==> src/rtl/line_prefetch_buffer.sv <==
// One-entry next-line prefetch buffer between L2 and downstream memory.
// Every L2 read is followed by a fetch of the sequentially next line into the buffer.
module line_prefetch_buffer #(
    parameter int ADDR_WIDTH  = 16,
    parameter int LINE_WIDTH  = 256,
    parameter int OFFSET_BITS = 5
) (
    input  logic                  clk,
    input  logic                  rst,
    input  logic                  pfb_mem_read,
    input  logic                  pfb_mem_write,
    input  logic [ADDR_WIDTH-1:0] pfb_mem_address,
    input  logic [LINE_WIDTH-1:0] pfb_mem_wdata,
    output logic [LINE_WIDTH-1:0] pfb_mem_rdata,
    output logic                  pfb_mem_resp,
    output logic                  mem_read,
    output logic                  mem_write,
    output logic [ADDR_WIDTH-1:0] mem_address,
    output logic [LINE_WIDTH-1:0] mem_wdata,
    input  logic                  mem_resp,
    input  logic [LINE_WIDTH-1:0] mem_rdata
);

    localparam int TAG_WIDTH = ADDR_WIDTH - OFFSET_BITS;

    typedef enum logic [1:0] {IDLE, DEMAND_READ, PREFETCH, WRITE} state_t;

    state_t                 state, state_next;
    logic                   buf_valid;
    logic [TAG_WIDTH-1:0]   buf_tag;
    logic [LINE_WIDTH-1:0]  buf_data;
    logic [TAG_WIDTH-1:0]   pf_tag;
    logic [TAG_WIDTH-1:0]   req_tag;
    logic                   hit;

    assign req_tag = pfb_mem_address[ADDR_WIDTH-1:OFFSET_BITS];
    assign hit     = buf_valid && (buf_tag == req_tag);

    always_comb begin
        state_next    = state;
        pfb_mem_resp  = 1'b0;
        pfb_mem_rdata = '0;
        mem_read      = 1'b0;
        mem_write     = 1'b0;
        mem_address   = '0;
        mem_wdata     = '0;
        case (state)
            IDLE: begin
                // Writes win if L2 ever raises both strobes.
                if (pfb_mem_write) begin
                    state_next = WRITE;
                end else if (pfb_mem_read) begin
                    if (hit) begin
                        pfb_mem_resp  = 1'b1;
                        pfb_mem_rdata = buf_data;
                        state_next    = PREFETCH;
                    end else begin
                        state_next = DEMAND_READ;
                    end
                end
            end
            DEMAND_READ: begin
                mem_read    = 1'b1;
                mem_address = pfb_mem_address;
                if (mem_resp) begin
                    pfb_mem_resp  = 1'b1;
                    pfb_mem_rdata = mem_rdata;
                    state_next    = PREFETCH;
                end
            end
            PREFETCH: begin
                mem_read    = 1'b1;
                mem_address = {pf_tag, {OFFSET_BITS{1'b0}}};
                if (mem_resp) begin
                    state_next = IDLE;
                end
            end
            WRITE: begin
                mem_write   = 1'b1;
                mem_address = pfb_mem_address;
                mem_wdata   = pfb_mem_wdata;
                if (mem_resp) begin
                    pfb_mem_resp = 1'b1;
                    state_next   = IDLE;
                end
            end
            default: state_next = IDLE;
        endcase
    end

    always_ff @(posedge clk) begin
        if (rst) begin
            state     <= IDLE;
            buf_valid <= 1'b0;
            buf_tag   <= '0;
            buf_data  <= '0;
            pf_tag    <= '0;
        end else begin
            state <= state_next;
            case (state)
                IDLE: begin
                    if (!pfb_mem_write && pfb_mem_read && hit) begin
                        buf_valid <= 1'b0;
                        pf_tag    <= req_tag + TAG_WIDTH'(1);
                    end
                end
                DEMAND_READ: begin
                    if (mem_resp) begin
                        pf_tag <= req_tag + TAG_WIDTH'(1);
                    end
                end
                PREFETCH: begin
                    if (mem_resp) begin
                        buf_valid <= 1'b1;
                        buf_tag   <= pf_tag;
                        buf_data  <= mem_rdata;
                    end
                end
                WRITE: begin
                    // Keep the buffered copy coherent with the line just written.
                    if (mem_resp && hit) begin
                        buf_data <= pfb_mem_wdata;
                    end
                end
                default: ;
            endcase
        end
    end

endmodule
==> config.mk <==
export PLATFORM = sky130hd
export DESIGN_NAME = line_prefetch_buffer
export DESIGN_NICKNAME = d
export VERILOG_FILES = /design/src/rtl/line_prefetch_buffer.sv
export SDC_FILE = /design/constraint.sdc
export NUM_CORES = 1
export LEC_CHECK = 0
export CORE_AREA = 2 2 411 413
export CTS_BUF_LIST = sky130_fd_sc_hd__clkbuf_16
export CTS_CLUSTER_SIZE = 40
export DETAILED_ROUTE_END_ITERATION = 8
export DIE_AREA = 0 0 413 415
export PLACE_DENSITY = 0.4
export REMOVE_ABC_BUFFERS = 1
export SETUP_SLACK_MARGIN = 0.02
export SYNTH_ARGS = -nofsm -noshare
export SYNTH_HDL_FRONTEND = slang
export SYNTH_SLANG_ARGS = --single-unit
==> constraint.sdc <==
create_clock -name clk -period 7.5 [get_ports clk]
set_clock_uncertainty 0.2 [all_clocks]
set_input_delay 2.25 -clock clk [delete_from_list [all_inputs] [get_ports clk]]
set_output_delay 2.25 -clock clk [all_outputs]
set_load 0.01 [all_outputs]
* After elaboration in Yosys (flattened, before gate mapping) *
Index checks and enable logic that the tools add are counted.

storage, ports and cells
  logic and storage cells = 62
  output and inout bits = 531
  input bits = 533
  memories = 0
  bits in latches = 0
  bits in registers = 281
  memory bits (read-only) = 0
  RAM bits = 0

operators by class
  div/mod/pow operators = 0
  bitwise operators = 0
  magnitude comparators = 0
  shifts and indexed selects = 0
  multiply operators = 0
  muxes and demuxes = 29
  reduce and logical (&&, ||, !) cells = 17
  equality and inequality tests = 10
  $add $sub $neg = 1

operators with widths
  cell                   count
  $mux 256               7
  $pmux 256 s2           2
  $pmux 16 s2            1
  $mux 11                2
  $pmux 11 s2            1
  $reduce_and 3->1       4
  $add 11x1->11 const B  1
  $eq 11x11->1           1
  $mux 2                 5
  $mux 1                 8
  $ne 2x2->1 const B     4
  $pmux 2 s3             1
  $reduce_bool 2->1      3
  $reduce_or 2->1        3
  $eq 2x2->1 const B     2
  $logic_and 1x1->1      4
  $pmux 1 s2             2
  $ne 3x3->1 const B     1
  $eq 2x1->1 const B     1
  $logic_not 2->1        1
  $ne 2x1->1 const B     1
  $reduce_and 2->1       1
  $logic_not 1->1        1

* Longest topological paths before layout *
  word-level depth = 6
  gate-level depth with buffers = 11
  depth with buffers taken out = 7

* Worst setup path before layout *
No wires, ideal clock.

  kind = input to output
  start point = in pfb_mem_address[9]
  end point = out pfb_mem_rdata[0]
  required time = 5050 ps
  slack = 1253 ps
  stages on the path = 9
  arrival = 3797 ps
  path buffers = 4
  path through = buf_2 xnor2_2 nand4_4 nor4_2 and3_1 buf_4 buf_8 buf_8 a22o_1

on the way
  longest elaborated chain between the ends = 6

ends and longest elaborated chain
  what                line  RTL
  start: declaration  12    input logic [ADDR_WIDTH-1:0] pfb_mem_address,
  $eq 11x11->1        37    assign hit = buf_valid && (buf_tag == req_tag);
  $logic_and 1x1->1   37
  $mux 256            53    if (hit) begin
  $mux 256            52    end else if (pfb_mem_read) begin
  $mux 256            50    if (pfb_mem_write) begin
  $pmux 256 s2        47    case (state)
  end: declaration    14    output logic [LINE_WIDTH-1:0] pfb_mem_rdata,

Every way passes these cells.

* Worst setup path in the final report *
  start point = in pfb_mem_address[9]
  end point = out pfb_mem_rdata[233]

The elaborated chain is that of the path after synthesis.

==> results.sh <==
export IMPL_wl_um=144700
export IMPL_synth_seq_area_share_pct=32.25
export IMPL_io_buffers=1063
export IMPL_synth_warnings=0
export IMPL_rsz0062_at_grt="yes"
export IMPL_power_leakage_nw=10.82
export IMPL_critical_path_top_delay_family="buffers and inverters"
export IMPL_critPathBufInv=5
export IMPL_tightest_slew_ps=1241
export IMPL_antenna_left=0
export IMPL_synth_edf_count=0
export IMPL_grt_pass1_wl_um=189600
export IMPL_place_hpwl_um=112200
export IMPL_critPathMostFrequentCell="clkdlybuf4s50_1"
export IMPL_cts_root_buf="clkbuf_16"
export IMPL_std_cell_rows=150
export IMPL_p_per_area_nw_per_um2=233.3
export IMPL_path_clk_slew_ps=50
export IMPL_n_fill_cell=18597
export IMPL_layout_min_cycle_time_ps=7365
export IMPL_ys_ff_latch=281
export IMPL_yosys_most_used_dff="dfxtp_1"
export IMPL_synth_avg_cell_area_um2=8.863
export IMPL_avgViaCountPerCell=4.036
export IMPL_hold_viol_final=0
export IMPL_track_usage_pct=15.93
export IMPL_slowest_stage="clkdlybuf4s50_1"
export IMPL_globalplace_congestion=0.9155
export IMPL_core_um2=166700
export IMPL_max_stage_delay_ps=540
export IMPL_syn_to_final_growth_pct=83.44
export IMPL_htree_levels=2
export IMPL_crit_chain="clkdlybuf4s50_1 > xnor2_2 > nand4_4 > nor4_2 > and3_4 > buf_4 > buf_12 > clkbuf_16 > a22o_1 > clkdlybuf4s50_1"
export IMPL_fin_hold_ws_ps=274.9
export IMPL_pwr_share_comb_pct=47.1
export IMPL_detail_route_first_pass_iterations=5
export IMPL_dieHeight_um=415
export IMPL_crit_fanout=22
export IMPL_power_share_clock_pct=25.6
export IMPL_seqPwrFrac_pct=27.3
export IMPL_grt_remaining_overflow=0
export IMPL_setup_viol=0
export IMPL_cts_num_sinks=281
export IMPL_insertion_delay_ps=610
export IMPL_die_x_um=413
export IMPL_drt_iter0_drc=1678
export IMPL_synth_area_um2=17440
export IMPL_max_freq_mhz=135.8
export IMPL_cap_violations=0
export IMPL_drc=0
export IMPL_post_route_util_pct=19.20
export IMPL_worstPathRequired_ps=5050
export IMPL_rrSetupSlack_ps=3380
export IMPL_cts_tree="yes"
export IMPL_num_vias=20929
export IMPL_post_place_ws_ps=-112.0
export IMPL_dp_cells=5078
export IMPL_async_flop_share_pct=0
export IMPL_cp_start_kind="primary input"
export IMPL_antenna_found_initial=72
export IMPL_synthCells=1968
export IMPL_numCtsBuffers=43
export IMPL_critPathArrivalTime_ps=4910
export IMPL_critical_path_class="primary input to output port"
export IMPL_synth_cell_type_count=39
export IMPL_stdcell_count=5186
export IMPL_ioPinCount=1064
export IMPL_cts_buffer_depth=3
export IMPL_start_util_pct=10.47
export IMPL_slew_viol_final=0
export IMPL_seqCellArea_um2=5625
export IMPL_multiInputGateArea_um2=10470
export IMPL_final_nets=3467
export IMPL_die_area_um2=171400
export IMPL_power_mw=7.464
export IMPL_grt_start_max_net_pins=142
export IMPL_internal_power_mw=4.505
export IMPL_p_sw_mw=2.959
export IMPL_grt_pass1_vias=20907
export IMPL_routedWlPerCell_um=27.91
export IMPL_hold_path_class="flop to flop"
export IMPL_swShare_pct=39.65
export IMPL_drive_gt1_share_pct=12.65
export IMPL_status="complete, no violations"
export IMPL_crit_path_end_kind="output port"
export IMPL_fin_crit_sh_pct=98.20
export IMPL_cts_hold_buf=0
export IMPL_setup_ws_ps=135.3
export IMPL_max_slew_margin_pct=17.29
export IMPL_ir_drop_mv=0.1889
==> sequential cells by signal, summed over array words and instances, names as in the netlist <==
signal and flops:
buf_data 256, state 2, buf_valid 1, pf_tag 11
buf_tag 11
==> Yosys cell counts (6+ instances only) <==
| library cell | count | area share [%] |
|---|---|---|
| buf_8 | 21 | 1.8 |
| nand2_1 | 29 | 0.62 |
| a211oi_2 | 200 | 14 |
| buf_4 | 13 | 0.56 |
| a22oi_1 | 11 | 0.47 |
| ha_1 | 6 | 0.43 |
| clkbuf_1 | 152 | 3.3 |
| a21oi_1 | 270 | 7.7 |
| nor3_1 | 269 | 7.7 |
| dfxtp_1 | 281 | 32 |
| a211oi_1 | 66 | 2.8 |
| buf_2 | 28 | 0.80 |
| a22o_1 | 256 | 13 |
| nor2_1 | 19 | 0.41 |
| and2_1 | 263 | 9.4 |
| buf_6 | 28 | 1.8 |
| xnor2_1 | 13 | 0.65 |
==> placed cells by master, fill, tap and decap left out, drive strengths merged, types with 29 or more instances in the layout <==
master,n
dlygate4sd2,49
and2,263
clkbuf,45
buf,99
a21oi,270
a22o,256
nand2,29
clkdlybuf4s50,994
a211oi,266
nor3,269
dfxtp,281
==> path summary, 6_finish.rpt <==
kind | end | start | cells past startpoint
max reg2reg | buf_data[133]$_SDFFE_PP0P_ | state[0]$_SDFFE_PP0P_ | 8
max | pfb_mem_rdata[233] | pfb_mem_address[9] | 10
min | buf_tag[6]$_SDFFE_PP0P_ | pf_tag[6]$_SDFFE_PP0P_ | 2
min reg2reg | buf_tag[6]$_SDFFE_PP0P_ | pf_tag[6]$_SDFFE_PP0P_ | 2
==> layout make-up <==
| type | instances | share of cell area (%) |
|---|---|---|
| timing repair buffer | 1157 | 36.96 |
| tap | 2204 | 8.618 |
| inverter | 5 | 0.08211 |
| clock buffer | 43 | 3.363 |
| antenna | 26 | 0.2033 |
| multi-input combinational | 1440 | 32.70 |
| sequential | 281 | 17.58 |
| clock inverter | 30 | 0.4927 |
==> metal layers <==
metal	global-route usage (%)	vias up	wire length [µm]
li1	-	9376	-
met1	19.93	10405	60740
met2	26.30	947	68420
met3	4.388	195	10990
met4	4.949	6	4538
met5	0	-	41
==> power groups by stage <==
stage	combinational (mW)	sequential (mW)	clock, mW
2_1_floorplan	1.84	1.99	0
3_3_place_gp	3.55	2.07	0
4_1_cts	3.56	2.04	2.01
5_1_grt	3.76	2.07	2.04
3_5_place_dp	3.56	2.06	0
6_report	3.51	2.04	1.91
==> cells by family after synthesis <==
family	after synthesis	synth area share, %
AO/OA/AOI/OAI	810	38.56
XOR/XNOR	20	1.090
adder cells (fa/ha/maj)	6	0.4304
buffers and inverters	247	8.357
flip-flops	281	32.25
AND/OR/NAND/NOR	604	19.32
==> metrics by stage <==
stage | cell area [µm²] | setup TNS (ps)
after floorplan | 16000 | -3504450
after global placement | 30470 | -4702
after detailed placement | 30470 | -2751
after CTS | 31800 | -18.75
after global routing | 31970 | 0
final | 32000 | 0
==> timing repair <==
action,in CTS,in global routing
buffers inserted,4,1
pin swaps,0,3
resized for setup,56,20
setup endpoints to repair,114,185
gates cloned,2,2
hold endpoints to repair,0,0
==> worst min-delay path, cell delays in order (launching register included) <==
cell     delay [ps]
dfxtp_1         320
nand2_1          60
a21oi_1          50
Note: power is estimated with default switching activity, not from simulation.
